==> src/rtl/pointwise_conv_pkg.sv <==
// Shared types and arithmetic helpers for the pointwise convolution stage.
// Requantization works on a 64-bit view of the accumulator so any ACCUM_WIDTH < 64 fits.
package pointwise_conv_pkg;

  typedef enum logic [1:0] {
    ST_IDLE    = 2'd0,
    ST_COMPUTE = 2'd1,
    ST_OUTPUT  = 2'd2
  } state_e;

  localparam int CTRL_SHIFT_LSB = 0;
  localparam int CTRL_SHIFT_MSB = 4;
  localparam int CTRL_SAT_BIT   = 8;

  function automatic int calc_passes(input int out_ch, input int lanes);
    return (out_ch + lanes - 1) / lanes;
  endfunction

  // Rounding arithmetic shift, then clamp to [0, 2^aw-1] or keep the low aw bits.
  function automatic logic [63:0] requantize(input logic signed [63:0] acc,
                                             input logic [4:0]         shift,
                                             input logic               sat_en,
                                             input int unsigned        aw);
    logic signed [63:0] r;
    logic signed [63:0] max_v;
    if (shift != 5'd0) begin
      r = (acc + (64'sd1 <<< (shift - 5'd1))) >>> shift;
    end else begin
      r = acc;
    end
    max_v = (64'sd1 <<< aw) - 64'sd1;
    if (sat_en) begin
      if (r < 64'sd0) begin
        return 64'd0;
      end else if (r > max_v) begin
        return max_v;
      end else begin
        return r;
      end
    end else begin
      return r & max_v;
    end
  endfunction

endpackage

==> src/rtl/pointwise_conv_requant_lane.sv <==
// One MAC lane: bias + dot product of unsigned activations with signed weights, then requantize.
// Purely combinational; the top registers the result.
module pointwise_mac_lane
  import pointwise_conv_pkg::*;
#(
  parameter int IN_CHANNELS      = 3,
  parameter int ACTIVATION_WIDTH = 8,
  parameter int WEIGHT_WIDTH     = 8,
  parameter int BIAS_WIDTH       = 16,
  parameter int ACCUM_WIDTH      = 24
) (
  input  logic [0:IN_CHANNELS-1][ACTIVATION_WIDTH-1:0] act_i,
  input  logic [0:IN_CHANNELS-1][WEIGHT_WIDTH-1:0]     weight_i,
  input  logic [BIAS_WIDTH-1:0]                        bias_i,
  input  logic [4:0]                                   shift_i,
  input  logic                                         sat_en_i,
  output logic [ACTIVATION_WIDTH-1:0]                  result_o
);

  logic signed [ACCUM_WIDTH-1:0] acc_s;
  logic signed [ACCUM_WIDTH-1:0] act_ext_s;
  logic signed [ACCUM_WIDTH-1:0] w_ext_s;

  // Accumulate at ACCUM_WIDTH, then requantize down to the activation width.
  always_comb begin
    acc_s     = {{(ACCUM_WIDTH-BIAS_WIDTH){bias_i[BIAS_WIDTH-1]}}, bias_i};
    act_ext_s = '0;
    w_ext_s   = '0;
    for (int i = 0; i < IN_CHANNELS; i++) begin
      act_ext_s = {{(ACCUM_WIDTH-ACTIVATION_WIDTH){1'b0}}, act_i[i]};
      w_ext_s   = {{(ACCUM_WIDTH-WEIGHT_WIDTH){weight_i[i][WEIGHT_WIDTH-1]}}, weight_i[i]};
      acc_s     = acc_s + act_ext_s * w_ext_s;
    end
    result_o = ACTIVATION_WIDTH'(requantize({{(64-ACCUM_WIDTH){acc_s[ACCUM_WIDTH-1]}}, acc_s},
                                            shift_i, sat_en_i, ACTIVATION_WIDTH));
  end

endmodule

==> src/rtl/pointwise_conv_requant.sv <==
// Runtime-configurable 1x1 convolution with per-channel bias and requantization.
// LANES MAC lanes are time-multiplexed over PASSES cycles per accepted pixel.
module pointwise_conv_requant
  import pointwise_conv_pkg::*;
#(
  parameter int IN_CHANNELS      = 3,
  parameter int OUT_CHANNELS     = 3,
  parameter int LANES            = 2,
  parameter int ACTIVATION_WIDTH = 8,
  parameter int WEIGHT_WIDTH     = 8,
  parameter int BIAS_WIDTH       = 16,
  parameter int ACCUM_WIDTH      = 24,
  parameter logic signed [0:OUT_CHANNELS-1][0:IN_CHANNELS-1][WEIGHT_WIDTH-1:0] WEIGHT = '0,
  parameter logic signed [0:OUT_CHANNELS-1][BIAS_WIDTH-1:0] BIAS = '0,
  parameter int SHIFT = 0
) (
  input  logic                                       clock_i,
  input  logic                                       reset_i,
  input  logic                                       slave_valid_i,
  output logic                                       slave_ready_o,
  input  logic [IN_CHANNELS*ACTIVATION_WIDTH-1:0]    slave_data_i,
  output logic                                       master_valid_o,
  input  logic                                       master_ready_i,
  output logic [OUT_CHANNELS*ACTIVATION_WIDTH-1:0]   master_data_o,
  input  logic                                       cfg_valid_i,
  output logic                                       cfg_ready_o,
  input  logic [$clog2(OUT_CHANNELS*IN_CHANNELS+OUT_CHANNELS+1)-1:0] cfg_addr_i,
  input  logic [BIAS_WIDTH-1:0]                      cfg_data_i
);

  localparam int PASSES    = calc_passes(OUT_CHANNELS, LANES);
  localparam int PASS_W    = $clog2(PASSES + 1);
  localparam int ADDR_W    = $clog2(OUT_CHANNELS*IN_CHANNELS + OUT_CHANNELS + 1);
  localparam int CTRL_ADDR = OUT_CHANNELS*IN_CHANNELS + OUT_CHANNELS;

  state_e                                           state_q;
  logic [PASS_W-1:0]                                pass_q;
  logic                                             master_valid_q;
  logic [0:IN_CHANNELS-1][ACTIVATION_WIDTH-1:0]     pix_q;
  logic [0:OUT_CHANNELS-1][ACTIVATION_WIDTH-1:0]    result_q;
  logic [0:OUT_CHANNELS-1][0:IN_CHANNELS-1][WEIGHT_WIDTH-1:0] weight_q;
  logic [0:OUT_CHANNELS-1][BIAS_WIDTH-1:0]          bias_q;
  logic [4:0]                                       shift_q;
  logic                                             sat_en_q;

  logic [0:LANES-1][0:IN_CHANNELS-1][WEIGHT_WIDTH-1:0] lane_weight_s;
  logic [0:LANES-1][BIAS_WIDTH-1:0]                    lane_bias_s;
  logic [0:LANES-1][ACTIVATION_WIDTH-1:0]              lane_result_s;
  logic                                                cfg_hs_s;

  assign slave_ready_o  = !reset_i && ((state_q == ST_IDLE) ||
                                       ((state_q == ST_OUTPUT) && master_ready_i));
  assign cfg_ready_o    = !reset_i && (state_q == ST_IDLE);
  assign cfg_hs_s       = cfg_valid_i && cfg_ready_o;
  assign master_valid_o = master_valid_q;
  assign master_data_o  = result_q;

  // Route each lane's channel row for the current pass; lanes past the last channel see a dummy row.
  always_comb begin
    lane_weight_s = '0;
    lane_bias_s   = '0;
    for (int l = 0; l < LANES; l++) begin
      for (int p = 0; p < PASSES; p++) begin
        lane_weight_s[l] = (pass_q == PASS_W'(p)) ?
          weight_q[(p*LANES+l < OUT_CHANNELS) ? p*LANES+l : OUT_CHANNELS-1] : lane_weight_s[l];
        lane_bias_s[l] = (pass_q == PASS_W'(p)) ?
          bias_q[(p*LANES+l < OUT_CHANNELS) ? p*LANES+l : OUT_CHANNELS-1] : lane_bias_s[l];
      end
    end
  end

  for (genvar l = 0; l < LANES; l++) begin : g_lane
    pointwise_mac_lane #(
      .IN_CHANNELS     (IN_CHANNELS),
      .ACTIVATION_WIDTH(ACTIVATION_WIDTH),
      .WEIGHT_WIDTH    (WEIGHT_WIDTH),
      .BIAS_WIDTH      (BIAS_WIDTH),
      .ACCUM_WIDTH     (ACCUM_WIDTH)
    ) u_lane (
      .act_i   (pix_q),
      .weight_i(lane_weight_s[l]),
      .bias_i  (lane_bias_s[l]),
      .shift_i (shift_q),
      .sat_en_i(sat_en_q),
      .result_o(lane_result_s[l])
    );
  end

  // Config register file; only writable while idle so a pixel never sees a mixed config.
  always_ff @(posedge clock_i or posedge reset_i) begin
    if (reset_i) begin
      weight_q <= WEIGHT;
      bias_q   <= BIAS;
      shift_q  <= 5'(SHIFT);
      sat_en_q <= 1'b1;
    end else if (cfg_hs_s) begin
      for (int o = 0; o < OUT_CHANNELS; o++) begin
        for (int i = 0; i < IN_CHANNELS; i++) begin
          if (cfg_addr_i == ADDR_W'(o*IN_CHANNELS + i)) begin
            weight_q[o][i] <= cfg_data_i[WEIGHT_WIDTH-1:0];
          end
        end
        if (cfg_addr_i == ADDR_W'(OUT_CHANNELS*IN_CHANNELS + o)) begin
          bias_q[o] <= cfg_data_i;
        end
      end
      if (cfg_addr_i == ADDR_W'(CTRL_ADDR)) begin
        shift_q  <= cfg_data_i[CTRL_SHIFT_MSB:CTRL_SHIFT_LSB];
        sat_en_q <= cfg_data_i[CTRL_SAT_BIT];
      end
    end
  end

  // Pixel FSM: latch, compute PASSES lane groups, then hold the result until taken.
  always_ff @(posedge clock_i or posedge reset_i) begin
    if (reset_i) begin
      state_q        <= ST_IDLE;
      pass_q         <= '0;
      master_valid_q <= 1'b0;
      pix_q          <= '0;
      result_q       <= '0;
    end else begin
      case (state_q)
        ST_IDLE: begin
          if (slave_valid_i) begin
            pix_q   <= slave_data_i;
            pass_q  <= '0;
            state_q <= ST_COMPUTE;
          end
        end
        ST_COMPUTE: begin
          for (int o = 0; o < OUT_CHANNELS; o++) begin
            if (pass_q == PASS_W'(o / LANES)) begin
              result_q[o] <= lane_result_s[o % LANES];
            end
          end
          if (pass_q == PASS_W'(PASSES - 1)) begin
            pass_q         <= '0;
            master_valid_q <= 1'b1;
            state_q        <= ST_OUTPUT;
          end else begin
            pass_q <= pass_q + PASS_W'(1);
          end
        end
        ST_OUTPUT: begin
          if (master_ready_i) begin
            master_valid_q <= 1'b0;
            if (slave_valid_i) begin
              pix_q   <= slave_data_i;
              pass_q  <= '0;
              state_q <= ST_COMPUTE;
            end else begin
              state_q <= ST_IDLE;
            end
          end
        end
        default: begin
          master_valid_q <= 1'b0;
          pass_q         <= '0;
          state_q        <= ST_IDLE;
        end
      endcase
    end
  end

endmodule

==> config.mk <==
export PLATFORM = sky130hd
export DESIGN_NAME = pointwise_conv_requant
export DESIGN_NICKNAME = d
export VERILOG_FILES = /design/src/rtl/pointwise_conv_pkg.sv /design/src/rtl/pointwise_conv_requant_lane.sv /design/src/rtl/pointwise_conv_requant.sv
export SDC_FILE = /design/constraint.sdc
export NUM_CORES = 2
export LEC_CHECK = 0
export CAP_MARGIN = 40
export CORE_MARGIN = 4
export CORE_UTILIZATION = 55
export CTS_CLUSTER_DIAMETER = 30
export CTS_CLUSTER_SIZE = 12
export DETAILED_ROUTE_END_ITERATION = 12
export GPL_TIMING_DRIVEN = 1
export PLACE_DENSITY = 0.69
export SKIP_LAST_GASP = 1
export SYNTH_ARGS = -nofsm -noshare
export SYNTH_HDL_FRONTEND = slang
export SYNTH_SLANG_ARGS = --single-unit
==> constraint.sdc <==
create_clock -name clock_i -period 16.51 [get_ports clock_i]
set_input_delay 2.4765 -clock clock_i [delete_from_list [all_inputs] [get_ports clock_i]]
set_output_delay 2.4765 -clock clock_i [all_outputs]
set_load 0.02 [all_outputs]
[After elaboration in Yosys (flattened, before gate mapping)]
Index checks and enable logic that the tools add are counted.
Word-level totals
  register bits: 179
  logic and storage cells: 125
  output and inout bits: 27
Operators by class
  multiply operators: 6
  shifts and indexed selects: 3
  bitwise gates (word level): 1
  reductions and logical operators: 29
  eq/ne operators: 18
  order comparisons: 4
  $add $sub $neg: 10
  mux-type cells: 31
Operators with widths (count)
  24-bit two-way mux: 6
  24-bit by 64-bit adder with 64-bit output: 2
  64-bit by 9-bit greater-than comparator with 1-bit output, second input constant: 2
  64-bit by 1-bit less-than comparator with 1-bit output, second input constant: 2
  64-bit two-way mux: 2
  64-bit by 5-bit >>> shifter with 64-bit output: 2
  9-bit by 8-bit multiplier with 17-bit output: 6
  16-bit two-way mux: 4
  2-bit by 5-bit <<< shifter with 64-bit output, first input constant: 1
  24-bit by 17-bit adder with 24-bit output: 2
  24-bit adder: 2
  8-bit two-way mux: 6
  24-bit case mux with 2 select lines: 1
  16-bit by 17-bit adder with 18-bit output: 2
  2-bit AND reduction: 16
  4-bit == test, second input constant: 5
  4-bit by 3-bit == test with 1-bit output, second input constant: 4
  2-bit two-way mux: 6
  2-bit case mux with 3 select lines: 2
  4-bit by 2-bit == test with 1-bit output, second input constant: 2
  2-bit inequality test, second input constant: 3
  3-bit AND reduction: 2
  5-bit nonzero test: 1
  5-bit by 1-bit subtractor with 5-bit output, second input constant: 1
  other kinds (13): 20

[Logic depth before layout (Yosys ltp)]
  word-level depth: 14
  gate-level depth with buffers: 57
  depth with buffers taken out: 52

[Cells and area by module]
From an unflattened synthesis, not the netlist that was laid out.
Second synthesis, totals
  cells, all modules: 3594
  area, all modules: 32137.1 um^2
Modules (own cells, without submodules)
  pointwise_mac_lane at g_lane[0].u_lane: cells each 1460, seq. area each 0.0 um^2, instances 1, area an instance 12146.6 um^2
  pointwise_mac_lane at g_lane[1].u_lane: cells each 1498, seq. area each 0.0 um^2, instances 1, area an instance 11954.0 um^2
  pointwise_conv_requant: cells each 636, seq. area each 4480.5 um^2, instances 1, area an instance 8036.5 um^2

[Worst setup path after synthesis]
No wires, ideal clock.
  kind: register to register
  from: reg pass_q[0]
  to: reg result_q (netlist bit master_data_o[21])
  stages on the path, launching flop included: 46
  required time: 16379 ps
  clock period less this slack: 11921 ps
  arrival time: 11789 ps
  path buffers: 4
  setup time: 131 ps
  setup slack: 4589 ps
  cells stage by stage: dfrtp_1 > clkbuf_1 > clkbuf_1 > nand2_1 > a21oi_1 > nand2_1 > fa_1 > fa_1 > inv_1 > ha_1 > inv_1 > fa_1 > inv_1 > ha_1 > a21o_1 > a21oi_1 > xnor2_1 > fa_1 > (+10 left out) > a31oi_1 > a21oi_2 > buf_2 > inv_1 > ha_1 > buf_2 > nand4_1 > nor3_2 > nand3_1 > a311oi_1 > nor4_4 > o21ai_1 > nand4_1 > mux4_2 > nor4_1 > a311oi_2 > nor3b_1 > o31ai_1
On the way
  word-level cells in the longest chain between the ends: 14
  elaborated cells between the ends (all ways): 21
Ends and longest elaborated chain
  from (decl): RTL line pointwise_conv_requant.sv:37  | logic [PASS_W-1:0] pass_q;
  from (signal assigned): RTL line pointwise_conv_requant.sv:142  | pass_q <= pass_q + PASS_W'(1);
  2-bit zero test: RTL line pointwise_conv_requant.sv:64, pointwise_conv_requant.sv:66, pointwise_conv_requant.sv:133
  24-bit two-way mux (2 in series): RTL line pointwise_conv_requant.sv:64  | lane_weight_s[l] = (pass_q == PASS_W'(p)) ?
  9-bit by 8-bit multiplier with 17-bit output: RTL line pointwise_conv_requant_lane.sv:32  | acc_s = acc_s + act_ext_s * w_ext_s;
  16-bit by 17-bit adder with 18-bit output: RTL line pointwise_conv_requant_lane.sv:32
  24-bit adder: RTL line pointwise_conv_requant_lane.sv:32
  24-bit by 17-bit adder with 24-bit output: RTL line pointwise_conv_requant_lane.sv:32
  24-bit by 64-bit adder with 64-bit output: RTL line pointwise_conv_pkg.sv:27  | r = (acc + (64'sd1 <<< (shift - 5'd1))) >>> shift;
  64-bit by 5-bit >>> shifter with 64-bit output: RTL line pointwise_conv_pkg.sv:27
  64-bit two-way mux: RTL line pointwise_conv_pkg.sv:26  | if (shift != 5'd0) begin
  64-bit by 9-bit greater-than comparator with 1-bit output: RTL line pointwise_conv_pkg.sv:35  | end else if (r > max_v) begin
  8-bit two-way mux: RTL line pointwise_conv_pkg.sv:35
  8-bit two-way mux: RTL line pointwise_conv_pkg.sv:33  | if (r < 64'sd0) begin
  8-bit two-way mux: RTL line pointwise_conv_pkg.sv:32  | if (sat_en) begin
  to (signal, indexed assignment): RTL line pointwise_conv_requant.sv:134  | result_q[o] <= lane_result_s[o % LANES];
  to (decl): RTL line pointwise_conv_requant.sv:40  | logic [0:OUT_CHANNELS-1][ACTIVATION_WIDTH-1:0] result_q;
Parallel ways exist; a longest one is shown, timed or not.
A chain may end at the register's enable or synchronous reset.

[Worst setup path after layout]
  from: reg pass_q[0]
  to: reg result_q (netlist bit master_data_o[20])
Same word-level chain as after synthesis.

==> results.cfg <==
[global_route]
grt_pass1_wl_um = 169600
grt_overflow = 0
grt_pass1_vias = 29757
grt_max_degree = 105
antenna_found_initial = 0
grt.total_usage = 0.3235

[outcome]
status = completed

[worst_hold_path]
min_from = master_valid_o
hp-class = reg2reg
min_path_cells = 2

[clock_tree]
cts_max_level = 4
hold_buffers = 0
root_buffer = clkbuf_16
numCtsBuffers = 17
path_clk_slew_ps = 80
insertion_delay_ps = 490
cts_buffer_depth = 2
post_cts_resize_count = 0
cts_setup_buffers = 0
clkSinkCount = 179
cts_tree = yes

[logic_synthesis]
syn_area_per_cell_sq_um = 8.375
synth_warnings = 0
postSynthCellCount = 4087
async_flop_share = 1.000
seq_area_frac_synth = 0.1309
synth_flop_cell = dfrtp_1
synthXorXnorAreaFrac = 0.02994
synth_edf_count = 0
syn-num-nets = 4825
netlist_area_sq_um = 34230
muxShareOfSynthArea = 0.07811
synth.distinct_cells = 99
ys_ff_latch = 179
synth_compound_gate_area_share = 0.1782
yosys.area_share.simple = 0.1867
synth_adder_area_share = 0.3209
synth_top_family_by_area = adder cells

[critical_path]
slowest_delay_ps = 790
worstPathArrival_ps = 15410
crit_path_end = master_data_o[20]
crit_start = pass_q[0]
cpMostUsedCell = o21ai_0
cp_max_fo = 60
reg2reg_from = pass_q[0]
critPathSlowestCell = dfrtp_2
worstSetupPathType = reg2reg
reg2regPathDepth = 49
regToRegSetupSlack_ps = 1450
endpoint_kind = register
critical_path.startpoint_type = register
worst_ep_required_time_ps = 16860
crit-reg2reg-capture = master_data_o[20]

[floorplanning]
core_area_sq_um = 61710
initial_utilization = 0.5547
die_x_um = 257.5
io_pins = 76
floorplan.die.height_um = 257.5
die_area_sq_um = 66290
num_rows = 91

[routing]
wl_per_cell_um = 22.26
postRouteWirelength_um = 108600
vias_per_cell = 6.267
route.detailed.drc = 0
ant_nets = 0
drtIter0Drc = 3288
vias = 30571
drt_first_pass_iters = 6

[timing]
fin_setup_tns_ps = 0
max_slew_margin = 0.3305
setup_viol = 0
skew_ps = 18.82
min_period_ps = 15060
worst_pin_slew_ps = 978.9
final-max-slew-violation-count = 0
fmax_ghz = 0.06639
rsz0062_at_grt = false
post-route-period-util = 0.9124
finalHoldViolations = 0

[layout]
layout_commonest_cell = inv_1
nets = 4764
drive_gt1_frac = 0.07700
fin_cells = 4878
final_cell_mix = inv_1, nand2_1, ha_1
area_growth_pct = 6.079

[place]
port-buffer-count = 75
dp.cells = 4843
detailed_place_hpwl_um = 86640
gp_congestion = 1.001

[flow_run]
drv_cap = 0
sequential cells by signal, indices dropped and copies added (netlist names):
signal / count
weight_q: 72
bias_q: 48
master_data_o: 24
pix_q: 24
shift_q: 5
pass_q: 2
state_q: 2
master_valid_o: 1
sat_en_q: 1
layer usage:
metal / track usage / share of wire
met1: 0.4565 / 0.43
met2: 0.5017 / 0.45
met3: 0.06958 / 0.092
met4: 0.09887 / 0.032
met5: 0 / 0
worst max-delay path: cells and delay by family (launching register included):
kind / cells / cell delay, ps
XOR/XNOR: 1 / 140
adder cells (fa/ha/maj): 10 / 4220
AND/OR/NAND/NOR: 14 / 3670
flip-flops: 1 / 790
buffers and inverters: 6 / 1310
AO/OA/AOI/OAI: 18 / 4710
cells in the mapped netlist (27+ instances only):
master / count / area (sq um)
a211oi_1: 44 / 330.3
a21o_1: 62 / 465.5
a21oi_1: 257 / 1286
and2_1: 206 / 1289
clkbuf_1: 161 / 604.3
dfrtp_1: 178 / 4454
fa_1: 315 / 6306
ha_1: 374 / 4679
inv_1: 478 / 1794
mux2_2: 155 / 1745
mux2i_1: 41 / 410.4
nand2_1: 414 / 1554
nand2b_1: 107 / 669.4
nand3_1: 57 / 285.3
nand4_1: 40 / 250.2
nor2_1: 244 / 915.9
nor3_1: 65 / 325.3
o211ai_1: 60 / 450.4
o21a_1: 35 / 262.8
o21ai_0: 141 / 705.7
o21ai_1: 27 / 135.1
o21bai_1: 30 / 225.2
o31ai_1: 31 / 232.7
xnor2_1: 74 / 648.1
xor2_1: 43 / 376.6
metrics by stage:
| step | utilization | instance area, sq um | hold slack, ps | setup slack, ps |
|---|---|---|---|---|
| detailed placement | 0.5776 | 35650 | 472.7 | 1665 |
| floorplan | - | 34230 | 479.8 | 4589 |
| CTS | 0.5881 | 36290 | 490.8 | 1632 |
| finish | 0.5884 | 36310 | 482.6 | 1447 |
| global placement | 0.5757 | 35530 | 461.8 | 1808 |
| global route | 0.5883 | 36310 | 518.7 | 350.0 |
worst min path at each step:
stage,slack [ps],to
3_3_place_gp,460,master_valid_o
6_report,480,master_valid_o
5_1_grt,520,bias_q[40]
4_1_cts,490,master_valid_o
2_1_floorplan,480,bias_q[10]
3_5_place_dp,470,master_valid_o
cells by family (layout without fill, tap and decap cells):
| group | after synthesis | in the layout |
|---|---|---|
| AND/OR/NAND/NOR | 1286 | 1286 |
| other | 0 | 2 |
| flip-flops | 179 | 179 |
| adder cells (fa/ha/maj) | 689 | 689 |
| multiplexers | 219 | 219 |
| buffers and inverters | 679 | 631 |
| AO/OA/AOI/OAI | 918 | 918 |
| XOR/XNOR | 117 | 117 |
layout make-up:
class / instances / area, sq um
Fill cell: 5736 / 25400
Antenna cell: 2 / 5.005
Multi-Input combinational cell: 3229 / 27180
Tap cell: 837 / 1047
Clock inverter: 15 / 222.7
Clock buffer: 17 / 425.4
Sequential cell: 179 / 4488
Timing Repair Buffer: 119 / 1129
Inverter: 480 / 1809
Power is not shown: default switching activity piles up to over one toggle a cycle in this logic, so the estimate is an artifact.
